===== src/rtl/a2d_arbiter.sv =====
// a2d_arbiter: round-robin sharing of one A2D_intf converter among NUM_REQ requesters.
// Optional conversion watchdog enabled by defining A2D_ARB_TIMEOUT_EN.
module a2d_arbiter #(
  parameter int NUM_REQ    = 4,
  parameter int TMO_CYCLES = 4096
) (
  input  logic                 clk,
  input  logic                 rst,
  input  logic [NUM_REQ-1:0]   req,
  input  logic [3*NUM_REQ-1:0] req_chnnl,
  output logic [NUM_REQ-1:0]   gnt,
  output logic [NUM_REQ-1:0]   done,
  output logic [11:0]          res_out,
  output logic                 err,
  output logic                 busy,
  output logic                 a2d_strt_cnv,
  output logic [2:0]           a2d_chnnl,
  input  logic                 a2d_cnv_cmplt,
  input  logic [11:0]          a2d_res
);
  localparam int IW = $clog2(NUM_REQ);
  if (NUM_REQ < 2 || NUM_REQ > 8 || TMO_CYCLES < 1) begin : g_bad_cfg
    $error("a2d_arbiter: NUM_REQ must be 2..8 and TMO_CYCLES >= 1");
  end
  typedef enum logic [1:0] {IDLE, START, WAIT, DONE} state_t;
  state_t            state_q, state_d;
  logic [NUM_REQ-1:0] gnt_q, gnt_d, done_q, done_d;
  logic [IW-1:0]     ptr_q, ptr_d, idx_q, idx_d, win, lo, hi;
  logic              hi_v, tmo;
  logic [11:0]       res_q, res_d;
  logic [2:0]        ch_q, ch_d, ch_sel;
  // Lowest set bit at or above the pointer wins; otherwise wrap to the lowest set bit overall.
  always_comb begin
    lo = '0;
    hi = '0;
    hi_v = 1'b0;
    for (int j = NUM_REQ - 1; j >= 0; j--) begin
      if (req[j]) lo = IW'(j);
      if (req[j] && IW'(j) >= ptr_q) begin
        hi = IW'(j);
        hi_v = 1'b1;
      end
    end
  end
  assign win = hi_v ? hi : lo;
  always_comb begin
    ch_sel = '0;
    for (int j = 0; j < NUM_REQ; j++)
      if (IW'(j) == win) ch_sel = req_chnnl[3*j +: 3];
  end
  always_comb begin
    state_d = state_q;
    gnt_d   = gnt_q;
    done_d  = '0;
    ptr_d   = ptr_q;
    idx_d   = idx_q;
    res_d   = res_q;
    ch_d    = ch_q;
    case (state_q)
      IDLE: if (|req) begin
        state_d = START;
        idx_d   = win;
        gnt_d   = NUM_REQ'(1) << win;
        ch_d    = ch_sel;
      end
      START: state_d = WAIT;
      WAIT: if (a2d_cnv_cmplt || tmo) begin
        state_d = DONE;
        res_d   = a2d_cnv_cmplt ? a2d_res : 12'hFFF;
        done_d  = gnt_q & req;
      end
      DONE: begin
        state_d = IDLE;
        gnt_d   = '0;
        ptr_d   = (idx_q == IW'(NUM_REQ - 1)) ? '0 : idx_q + 1'b1;
      end
      default: state_d = IDLE;
    endcase
  end
  always_ff @(posedge clk or posedge rst) begin
    if (rst) begin
      state_q <= IDLE;
      gnt_q   <= '0;
      done_q  <= '0;
      ptr_q   <= '0;
      idx_q   <= '0;
      res_q   <= '0;
      ch_q    <= '0;
    end else begin
      state_q <= state_d;
      gnt_q   <= gnt_d;
      done_q  <= done_d;
      ptr_q   <= ptr_d;
      idx_q   <= idx_d;
      res_q   <= res_d;
      ch_q    <= ch_d;
    end
  end
`ifdef A2D_ARB_TIMEOUT_EN
  localparam int CW = $clog2(TMO_CYCLES + 1);
  logic [CW-1:0] cnt_q;
  logic          err_q;
  assign tmo = (state_q == WAIT) && (cnt_q == CW'(TMO_CYCLES - 1));
  // Counter is zero on WAIT entry because it is held clear in every other state.
  always_ff @(posedge clk or posedge rst) begin
    if (rst) begin
      cnt_q <= '0;
      err_q <= 1'b0;
    end else begin
      cnt_q <= (state_q == WAIT) ? cnt_q + 1'b1 : '0;
      err_q <= (tmo && !a2d_cnv_cmplt) ? 1'b1 : (state_q == IDLE && |req) ? 1'b0 : err_q;
    end
  end
  assign err = err_q;
`else
  assign tmo = 1'b0;
  assign err = 1'b0;
`endif
  assign gnt          = gnt_q;
  assign done         = done_q;
  assign res_out      = res_q;
  assign a2d_chnnl    = ch_q;
  assign busy         = (state_q != IDLE);
  assign a2d_strt_cnv = (state_q == START);
endmodule


===== config.mk =====
export PLATFORM = sky130hd
export DESIGN_NAME = a2d_arbiter
export DESIGN_NICKNAME = d
export VERILOG_FILES = /design/src/rtl/a2d_arbiter.sv
export SDC_FILE = /design/constraint.sdc
export NUM_CORES = 1
export LEC_CHECK = 0
export CAP_MARGIN = 20
export CORE_ASPECT_RATIO = 1.75
export CORE_UTILIZATION = 38
export CTS_CLUSTER_DIAMETER = 50
export CTS_CLUSTER_SIZE = 8
export DETAILED_ROUTE_END_ITERATION = 6
export PLACE_DENSITY = 0.78
export RECOVER_POWER = 50
export SYNTH_ARGS = -nofsm -noshare
export SYNTH_HDL_FRONTEND = slang
export SYNTH_SLANG_ARGS = --single-unit

===== constraint.sdc =====
create_clock -name clk -period 1.6 [get_ports clk]
set_input_delay 0.16 -clock clk [delete_from_list [all_inputs] [get_ports clk]]
set_output_delay 0.16 -clock clk [all_outputs]
set_load 0.01 [all_outputs]

# Word-level counts from Yosys, hierarchy flattened
# Index checks and enable logic that the tools add are counted.
[word_totals] register_bits=29 input_bits=31 out_inout_bits=26 word_cells=61
[op_classes] addsub=1 magnitude_cmp=4 eq_ne=9 shift=1 n_mux=25 bitwise_logic=1 reduce_logical=13
[ops] operator="2-to-1 mux 2 bit" count=12
[ops] operator="2-to-1 mux 3 bit" count=4
[ops] operator="2-to-1 mux 4 bit" count=3
[ops] operator="one-hot mux 2 bit (4 select lines)" count=1
[ops] operator="one-hot mux 4 bit (2 select lines)" count=1
[ops] operator="AND reduction 2 bit" count=4
[ops] operator="equality test 2 bit (second input constant)" count=3
[ops] operator="bitwise AND 4 bit" count=1
[ops] operator="equality test 2 bit (first input constant)" count=2
[ops] operator=">= comparator 1 x 2 -> 1 bit (first input constant)" count=2
[ops] operator=">= comparator 2 bit (first input constant)" count=2
[ops] operator="logical AND 1 bit" count=4
[ops] operator="zero test 2 bit" count=2
[ops] operator="2-to-1 mux 1 bit" count=4
[ops] operator="inequality test 2 bit (second input constant)" count=2
[ops] operator="nonzero test 2 bit" count=2
[ops] operator="OR reduction 4 bit" count=1
[ops] operator="<< shifter 1 x 2 -> 4 bit (first input constant)" count=1
[ops] operator="adder 2 x 1 -> 2 bit (second input constant)" count=1
[ops] operator="equality test 1 x 2 -> 1 bit (first input constant)" count=1
[ops] operator="equality test 2 x 1 -> 1 bit (second input constant)" count=1

# Depth between registers and ports, before layout
[depth] word_depth=12 ltp_mapped=7 ltp_nobuf=6

# Least setup slack after synthesis
# OpenSTA, ideal clock, no wires.
[synth_timing] kind="register to register" from="register state_q[0]" to="register res_q[0] (netlist: res_out[0])" setup_ps=125 arrival_ps=1579 required_ps=1475 path_slack_ps=-104 stages_incl_launch_ff=7 path_buffers=2 period_less_slack_ps=1704 path_cell_list="dfrtp_1 > inv_1 > ha_1 > and2_1 > clkbuf_1 > buf_2 > mux2_2"
[synth_between] elab_chain_cells=2
[synth_rtl] item="start: declaration" line_no="26" text="state_t state_q, state_d;"
[synth_rtl] item="start signal: assignment" line_no="90" text="state_q <= state_d;"
[synth_rtl] item="equality test 2 bit" line_no="59" text="case (state_q)"
[synth_rtl] item="AND reduction 2 bit (no source line)"
[synth_rtl] item="end signal: assignment" line_no="95" text="res_q <= res_d;"
[synth_rtl] item="end: declaration" line_no="30" text="logic [11:0] res_q, res_d;"
# Every way passes these cells.
# A chain may end at the register's enable or synchronous reset.

# Worst setup path after layout
[layout_timing] from="input req[2]" to="register gnt_q[0] (netlist: gnt[0])"
[layout_between] elab_chain_cells=8 elab_cells_between_ends=17 classes_between="eq/ne: 1; shift: 1; mux: 12; reduce/logical: 3"
[layout_rtl] item="start: declaration" line_no="9" text="input logic [NUM_REQ-1:0] req,"
[layout_rtl] item="logical AND 1 bit" line_no="39" text="if (req[j] && IW'(j) >= ptr_q) begin"
[layout_rtl] item="2-to-1 mux 2 bit / 2-to-1 mux 1 bit (equally long branches) (3 in series)" line_no="39"
[layout_rtl] item="2-to-1 mux 2 bit" line_no="45" text="assign win = hi_v ? hi : lo;"
[layout_rtl] item="<< shifter 1 x 2 -> 4 bit" line_no="63" text="gnt_d = NUM_REQ'(1) << win;"
[layout_rtl] item="2-to-1 mux 4 bit" line_no="60" text="IDLE: if (|req) begin"
[layout_rtl] item="one-hot mux 4 bit (2 select lines)" line_no="59"
[layout_rtl] item="end signal: assignment" line_no="91" text="gnt_q <= gnt_d;"
[layout_rtl] item="end: declaration" line_no="27" text="logic [NUM_REQ-1:0] gnt_q, gnt_d, done_q, done_d;"
# Parallel ways exist; a longest one is shown, timed or not. The select of a mux whose other input is x is not followed.

==> qor.yml <==
drt:
  drt_wl_total_um: 3230
  first_pass_iters: 4
  ant_nets: 0
  wl_per_cell_um: 14.3
  drcViolationCount: 0
  viasPerCell: 5.00
  drtIter0Drc: 17
  vias: 1130
layout:
  layout_commonest_cell: "clkdlybuf4s50_1"
  diodes: 0
  multi_input_area_um2: 611
  mostFrequentLayoutCells: "40 x clkdlybuf4s50_1, 29 x dfrtp_1, 14 x mux2_2, 11 x dlygate4sd3_1, 10 x nand2_1"
  final_nets: 218
  final_layout_size_suffix_gt1_share_pct: 22.1
  syn_to_final_growth_pct: 58.9
  instances_no_fill: 226
  n_fill_cell: 270
  seqCellArea_um2: 726
timing:
  slew-limit-headroom_pct: 52.0
  clock.fmax_mhz: 651
  slew_violations: 0
  period_needed_ns: 1.54
  setup_slack_ns: 0.0644
  fin_crit_sh_pct: 96.0
  rsz0062_at_grt: "true"
  clock_skew_ns: 0.00279
  setup_viol: 0
  hold_violations: 0
  tightest_slew_ns: 0.720
yosys:
  synth_mux_area_share_pct: 16.8
  synth_top_family_by_area: "multiplexers"
  synth_warnings: 0
  ys_top_cells_by_area: "dfrtp_1 54%, mux2_2 12%, ha_1 5.5%, mux2i_1 5.2%, nand2_1 2.8%"
  synth_compound_area_share_pct: 10.1
  ys_types: 29
  seq_area_frac_synth_pct: 53.6
  syn_area_mm2: 0.00135
  synthXorXnorAreaFrac_pct: 0
  yosys.area.top_type: "dfrtp_1"
  yosysTopAreaCellShare_pct: 53.6
  syn-num-nets: 150
  synthSimpleGateAreaFrac_pct: 9.06
  avgSynthCellArea_um2: 12.0
  synthAdderAreaFrac_pct: 5.55
  synth_cells: 113
  synth_seq_cells: 29
global_route:
  antenna_found_initial: 0
  gr-total-overflow: 0
  grt_util_all_layers_pct: 18.9
  grt_pass1_vias: 1198
  grt_max_degree: 30
  grt_pass1_wl_um: 5050
floorplanning:
  die_width_um: 47.1
  design.core.area_mm2: 0.00340
  die_y_um: 81.0
  num_rows: 28
  dieArea_mm2: 0.00381
  io_pins: 57
  initial_core_util_pct: 39.8
critical_path:
  worstPathArrival_ns: 1.70
  crit_path_max_incr_delay_ns: 0.60
  slowest_stage: "clkdlybuf4s50_1"
  cpMostUsedCell: "buf_4"
  worstSetupEndpointType: "register"
  cp_cell_sequence: "clkdlybuf4s50_1 -> nand2b_1 -> a21oi_1 -> a311oi_2 -> buf_4 -> buf_4 -> o41ai_1"
  worstPathMaxFanout: 5
  crit_type: "in -> reg"
  required_ns: 1.77
  crit_path_start_kind: "primary input"
clocking:
  cts.path.max_buffers: 2
  clock-sinks: 29
  root_buffer: "clkbuf_8"
  clk_pin_slew_ns: 0.06
  htree_num_levels: 2
  insertion_delay_ns: 0.27
  cts_tree: "yes"
  cts_made_buffers: 5
worst_hold_path:
  hp-class: "in -> reg"
pwr:
  irDropWorstVdd_v: 0.000958
  totalPowerFinal_mw: 3.69
  power.density_mw_per_mm2: 1720
  leakagePower_nw: 0.999
place:
  dp_hpwl_um: 2470
  gp_congestion: 0.832
  port-buffer-count: 55
  place_inst: 217
  pre_cts_slack_ns: -0.353
run_status:
  status: "finished clean"
flow_run:
  cap_violations: 0
-- state kept, by name, summed over array words and instances, names as in the netlist --
register and flops:
res_out 12, gnt 4, done 4, a2d_chnnl 3, state_q 2, idx_q 2
ptr_q 2
-- per-stage QoR --
| step | hold WS (ns) | cell area (um^2) | utilization, % | TNS (ns) |
|---|---|---|---|---|
| CTS | 0.261 | 2120 | 62.5 | 0 |
| detailed placement | 0.494 | 2010 | 59.1 | -3.06 |
| global route | 0.319 | 2150 | 63.3 | -0.0256 |
| floorplan | 0.238 | 1360 | - | 0 |
| global placement | 0.476 | 2010 | 59.1 | -3.02 |
| finish | 0.313 | 2150 | 63.3 | 0 |
-- critical path: cells and delay by family --
kind | cells | cell delay, ns
buffers and inverters | 3 | 0.90
and+or+nand+nor | 1 | 0.10
AOI/OAI and AO/OA | 3 | 0.54
-- where the power goes --
group	internal, mW	leakage (nW)	switching, mW
registers	1.06	0.361	0.177
clock network	0.340	0.0443	0.248
logic	1.06	0.594	0.814
-- worst paths after layout --
check,from,endpoint,slack [ns],depth (start not counted)
worst min register to register,a2d_chnnl[2],a2d_chnnl[2],0.50,2
worst min-delay path,req[1],done[1],0.31,2
worst max-delay path,req[2],gnt[0],0.06,7
max in group asynchronous,rst,idx_q[1],0.62,3
worst max register to register,ptr_q[1],gnt[0],0.08,6
min in group asynchronous,rst,res_out[11],0.53,3
-- synth_stat cells --
cell type,n
and3_1,4
o21ai_0,4
nor2_1,3
nand2_2,1
ha_1,6
buf_4,1
nor3_1,1
o221ai_1,3
inv_1,7
nand2b_1,3
inv_2,1
clkbuf_1,1
a21oi_1,4
and2_1,2
a32o_1,1
o21bai_1,1
o32a_1,1
dfrtp_1,29
mux2i_1,7
nor4_1,1
o41ai_1,1
mux2_2,14
buf_2,2
a311oi_2,1
nand2_1,10
a22o_1,1
o2bb2a_1,1
conb_1,1
buf_6,1
-- routing by layer --
layer,GRT usage [%],vias up,share of wire (%)
met1,18.1,564,36
met2,34.6,30,59
met5,0,-,0
li1,-,530,-
met3,5.33,6,3.3
met4,9.14,0,2.2
-- cells by family after synthesis --
kind of cell,Yosys count
simple gates,25
other cells,1
mux,21
buf+inv,13
compound gates,18
flops,29
fa+ha+maj,6
-- layout make-up --
cell class	count	area share, %
Sequential cell	29	33.7
Tap cell	45	2.62
Clock buffer	7	4.01
Multi-Input combinational cell	71	28.4
Inverter	8	1.40
Timing Repair Buffer	66	29.8
-- timing repair --
| item | CTS | global route |
|---|---|---|
| hold buffers | 0 | 0 |
| resized for setup | 5 | 8 |
| hold endpoints to repair | 0 | 0 |
| pin swaps | 0 | 1 |
| endpoints found under the setup margin | 9 | 9 |
| setup buffers | 2 | 0 |
(Power assumes the default switching activity.)
